[config.mk]
export PLATFORM = sky130hd
export DESIGN_NAME = hex_display_scan
export DESIGN_NICKNAME = d
export VERILOG_FILES = /design/src/rtl/hex_display_scan.sv
export SDC_FILE = /design/constraint.sdc
export NUM_CORES = 1
export LEC_CHECK = 0
export CORE_MARGIN = 2
export CORE_UTILIZATION = 38
export CTS_CLUSTER_DIAMETER = 200
export DETAILED_ROUTE_END_ITERATION = 7
export PLACE_DENSITY_LB_ADDON = 0.15
export SETUP_SLACK_MARGIN = 0.4
export SYNTH_ARGS = -nofsm -noshare
export SYNTH_HDL_FRONTEND = slang
export SYNTH_SLANG_ARGS = --single-unit
[constraint.sdc]
create_clock -name CLK100MHZ -period 3.7 [get_ports CLK100MHZ]
set_clock_uncertainty 0.15 [all_clocks]
set_input_delay 0.74 -clock CLK100MHZ [delete_from_list [all_inputs] [get_ports CLK100MHZ]]
set_output_delay 0.74 -clock CLK100MHZ [all_outputs]
set_load 0.01 [all_outputs]
[src/rtl/hex_display_scan.sv]
// rtl/hex_display_scan.sv - time-multiplexed hex driver for an active-low 7-segment bank
// Shadow-buffered value with frame-aligned loads, per-digit enable, DP, leading-zero blanking, dead-time.
module hex_display_scan #(
   parameter int NUM_DIGITS   = 8,
   parameter int TICK_DIV     = 12500,
   parameter int BLANK_CYCLES = 4,
   parameter int BLANK_LZ     = 1
) (
   input  logic                    CLK100MHZ,
   input  logic                    CPU_RESETN,
   input  logic [4*NUM_DIGITS-1:0] value,
   input  logic [NUM_DIGITS-1:0]   dp,
   input  logic [NUM_DIGITS-1:0]   digit_en,
   input  logic                    load,
   output logic                    busy,
   output logic                    frame_start,
   output logic [NUM_DIGITS-1:0]   AN,
   output logic [7:0]              Ca
);

   localparam int PW = (TICK_DIV > 1) ? $clog2(TICK_DIV) : 1;
   localparam int IW = (NUM_DIGITS > 1) ? $clog2(NUM_DIGITS) : 1;

   logic [PW-1:0]           presc;
   logic [IW-1:0]           idx;
   logic [4*NUM_DIGITS-1:0] pend_value, sh_value;
   logic [NUM_DIGITS-1:0]   pend_dp, pend_en, sh_dp, sh_en;
   logic [NUM_DIGITS-1:0]   lz;
   logic [3:0]              nib;
   logic                    slot_end, frame_end, lit;

   function automatic logic [6:0] seg7(input logic [3:0] h);
      case (h)
         4'h0: seg7 = 7'h40;  4'h1: seg7 = 7'h79;  4'h2: seg7 = 7'h24;  4'h3: seg7 = 7'h30;
         4'h4: seg7 = 7'h19;  4'h5: seg7 = 7'h12;  4'h6: seg7 = 7'h02;  4'h7: seg7 = 7'h78;
         4'h8: seg7 = 7'h00;  4'h9: seg7 = 7'h10;  4'hA: seg7 = 7'h08;  4'hB: seg7 = 7'h03;
         4'hC: seg7 = 7'h46;  4'hD: seg7 = 7'h21;  4'hE: seg7 = 7'h06;  default: seg7 = 7'h0E;
      endcase
   endfunction

   assign slot_end  = (presc == PW'(TICK_DIV - 1));
   assign frame_end = slot_end && (idx == IW'(NUM_DIGITS - 1));
   assign nib       = sh_value[{idx, 2'b00} +: 4];

   // lz[k] = 1 when digit k and every digit above it hold zero
   always_comb begin
      logic run;
      run = 1'b1;
      lz  = '0;
      for (int k = NUM_DIGITS - 1; k >= 0; k--) begin
         run   = run && (sh_value[4*k +: 4] == 4'h0);
         lz[k] = run;
      end
   end

   assign lit = (presc >= PW'(BLANK_CYCLES)) && sh_en[idx]
              && !((BLANK_LZ != 0) && (idx != '0) && lz[idx]);

   always_ff @(posedge CLK100MHZ or negedge CPU_RESETN) begin
      if (!CPU_RESETN) begin
         presc       <= '0;
         idx         <= '0;
         pend_value  <= '0;
         pend_dp     <= '0;
         pend_en     <= '0;
         sh_value    <= '0;
         sh_dp       <= '0;
         sh_en       <= '0;
         busy        <= 1'b0;
         frame_start <= 1'b0;
         AN          <= '1;
         Ca          <= 8'hFF;
      end else begin
         presc <= slot_end ? '0 : presc + 1'b1;
         if (slot_end)
            idx <= frame_end ? '0 : idx + 1'b1;
         frame_start <= frame_end;

         // A load on the boundary cycle lands in pending and waits one more frame
         if (load) begin
            pend_value <= value;
            pend_dp    <= dp;
            pend_en    <= digit_en;
            busy       <= 1'b1;
         end else if (frame_end) begin
            busy <= 1'b0;
         end
         if (frame_end && busy) begin
            sh_value <= pend_value;
            sh_dp    <= pend_dp;
            sh_en    <= pend_en;
         end

         AN <= lit ? ~(NUM_DIGITS'(1) << idx) : '1;
         Ca <= lit ? {~sh_dp[idx], seg7(nib)} : 8'hFF;
      end
   end

endmodule

==> out/metrics.cfg <==
[status]
status = finished clean

[clock_network]
path_clk_slew_ns = 0.05
clk_path_buf_depth = 2
hold_buffers = 0
cts_resized = 0
cts_root_buf = clkbuf_16
cts_max_level = 4
clkLatencyLatePin_ns = 0.42
cts_tree = done
post-cts-setup-buffers = 0
numCtsBuffers = 17
clkSinkCount = 131

[floorplan]
die-area_sq_mm = 0.01615
die_w_microns = 127.1
die_h_microns = 127.1
io_pins = 69
start_util = 0.3932
num_rows = 44
core_sq_mm = 0.01464

[placed_design]
dp_cells = 639
postPlaceCellArea_sq_mm = 0.006636
place_congestion = 0.8181
numPortBuffers = 68
dp_hpwl_mm = 7.792

[finish]
area_delta_synth_final_pct = 24.47
drive_above_1_share = 0.3477
diodes = 0
finalNonFillerCells = 670
final_area_sq_mm = 0.007167
nets = 539

[setup_path]
worst_path_largest_cell_delay_ns = 0.71
timing.rr.start = idx[0]
cp.buffers_inverters = 2
rrSetupSlack_ns = 0.73
start_kind = register
cp.arrival_ns = 3.11
critPathRequiredTime_ns = 3.84
r2r_cells = 8
worstSetupPathType = register to register
cp_top_family = multiplexers
crit_chain = mux4_2 -> mux2i_1 -> inv_1 -> ha_1 -> inv_1 -> nor2_1 -> a211oi_1 -> o21ai_0
critPathMaxFanout = 11
cp-end-kind = register
crit_top_cell = inv_1
cp_slowest_cell = dfrtp_1
reg2reg_to = Ca[3]

[timing]
max_freq_ghz = 0.3363
hold_violations = 0
worstMarginPinSlew_ns = 1.125
slew_headroom = 0.2499
post-route-min-period_ns = 2.973
rsz0062_at_grt = no
final_max_slew_viol_count = 0
fin_crit_sh = 0.8036
fin_tns_setup_ns = 0
finalSetupViolations = 0

[drt]
firstDrtPassIters = 6
vias_per_cell = 5.057
drc = 0
avgRoutedWirePerCell_microns = 16.33
drt_wl_total_mm = 10.94
drt_iter0_markers = 158
ant_nets = 0
num_vias = 3388

[logic_synthesis]
netlist.area_leader.share = 0.4998
synth_area_leaders = dfrtp_1 50%, mux2_2 15%, dfstp_2 7.3%
syn_inst = 399
yosysUniqueCellTypes = 43
synth_top_area_cell = dfrtp_1
ys_seq_area_frac = 0.5728
synth_edf_count = 0
synth_fp_nets = 464
syn_area_sq_mm = 0.005758
ys_async_sr_fraction = 1.000
synth-main-ff-cell = dfrtp_1
ys_warn_count = 0
synth_seq_cells = 131
syn_area_per_cell_sq_um = 14.43

[flow_run]
drv_cap = 0

[global_route]
grt_overflow = 0
grt_util_all_layers = 0.1500
grt_pass1_vias = 3612
grt_pass1_wl_mm = 18.74
grt_max_degree = 62
grt_antenna_before_repair = 0

[pwr]
power.density_mw_per_mm2 = 439.6
p_leak_nw = 3.243
max-vdd-ir-drop_mv = 0.2891
p_total_mw = 3.151

[min_path]
hold_class = input port to async pin

-- worst max path at each step --
| stage | endpoint | cells past startpoint | slack (ns) | from |
|---|---|---|---|---|
| global placement | Ca[3] | 8 | 0.87 | idx[0] |
| global route | Ca[3] | 8 | 0.50 | idx[0] |
| finish | Ca[3] | 8 | 0.73 | idx[0] |
| CTS | Ca[3] | 8 | 0.71 | idx[0] |
| floorplan | Ca[3] | 10 | 0.89 | idx[0] |
| detailed placement | Ca[3] | 8 | 0.71 | idx[0] |
-- through the flow --
stage          hold WS, ns  worst slack [ns]  utilization
2_1_floorplan       0.2944            0.8875            -
3_3_place_gp        0.3296            0.8673       0.4532
3_5_place_dp        0.3350            0.7071       0.4532
4_1_cts             0.2704            0.7050       0.4894
5_1_grt             0.3015            0.4976       0.4894
6_report            0.2430            0.7268       0.4894
-- metal layers --
| layer | global-route usage | vias to the layer above | wire length, microns |
|---|---|---|---|
| met2 | 0.2233 | 77 | 5029 |
| met5 | 0 | - | 0 |
| met4 | 0.05688 | 0 | 138 |
| met3 | 0.05109 | 13 | 501 |
| met1 | 0.2040 | 1718 | 5267 |
| li1 | - | 1580 | - |
-- cell families (layout without fill, tap and decap cells) --
kind of cell    Yosys count  count (layout)  share of synthesized area
simple gates             75              75                    0.06888
mux                     116             116                     0.2618
buf+inv                  29             116                    0.02369
flops                   131             131                     0.5728
fa+ha+maj                14              14                    0.03042
xor+xnor                 10              10                    0.01521
compound gates           24              24                    0.02717
-- cell usage in the layout (no fill, tap or decap), types with 2 or more instances in the layout --
master	n
a21oi_1	2
a22oi_1	3
and3_1	3
buf_12	2
buf_4	5
clkbuf_16	17
clkbuf_8	3
clkdlybuf4s50_1	66
clkinv_2	6
clkinvlp_4	4
dfrtp_1	115
dfstp_2	16
ha_1	14
inv_1	10
mux2_2	77
mux2_4	20
mux2i_1	7
mux4_2	12
nand2_1	25
nand2_2	2
nand3_1	9
nand4_1	4
nor2_1	9
nor2b_1	5
nor4_1	8
o21ai_0	10
or3_1	2
or4_1	2
xnor2_1	6
xor2_1	4
-- Yosys cell counts (5+ instances only) --
cell / count
clkbuf_1: 7
dfrtp_1: 115
dfstp_2: 16
ha_1: 14
inv_1: 10
mux2_2: 77
mux2_4: 20
mux2i_1: 7
mux4_2: 12
nand2_1: 25
nand3_1: 9
nor2_1: 9
nor2b_1: 5
nor4_1: 8
o21ai_0: 10
xnor2_1: 6
-- power by group --
group / internal, mW / switching, mW / total, mW
Combinational: 0.0954 / 0.0555 / 0.151
Clock: 0.894 / 0.587 / 1.48
Sequential: 1.49 / 0.0308 / 1.52
-- flip-flops by register name (all words and copies together) (netlist names) --
signal	cells
pend_value	32
sh_value	32
presc	14
AN	8
Ca	8
pend_dp	8
pend_en	8
sh_dp	8
sh_en	8
idx	3
busy	1
frame_start	1
-- final cells by class --
cell class / count / area (sq um)
flip-flops and latches: 131 / 3298
fillers: 1291 / 7477
multi-input cells: 239 / 2323
well taps: 184 / 230.2
repair buffers: 74 / 743.2
clock inverters: 10 / 60.06
clock buffers: 21 / 470.5
inverters: 11 / 41.29
Power figures use the tool's default switching activity.
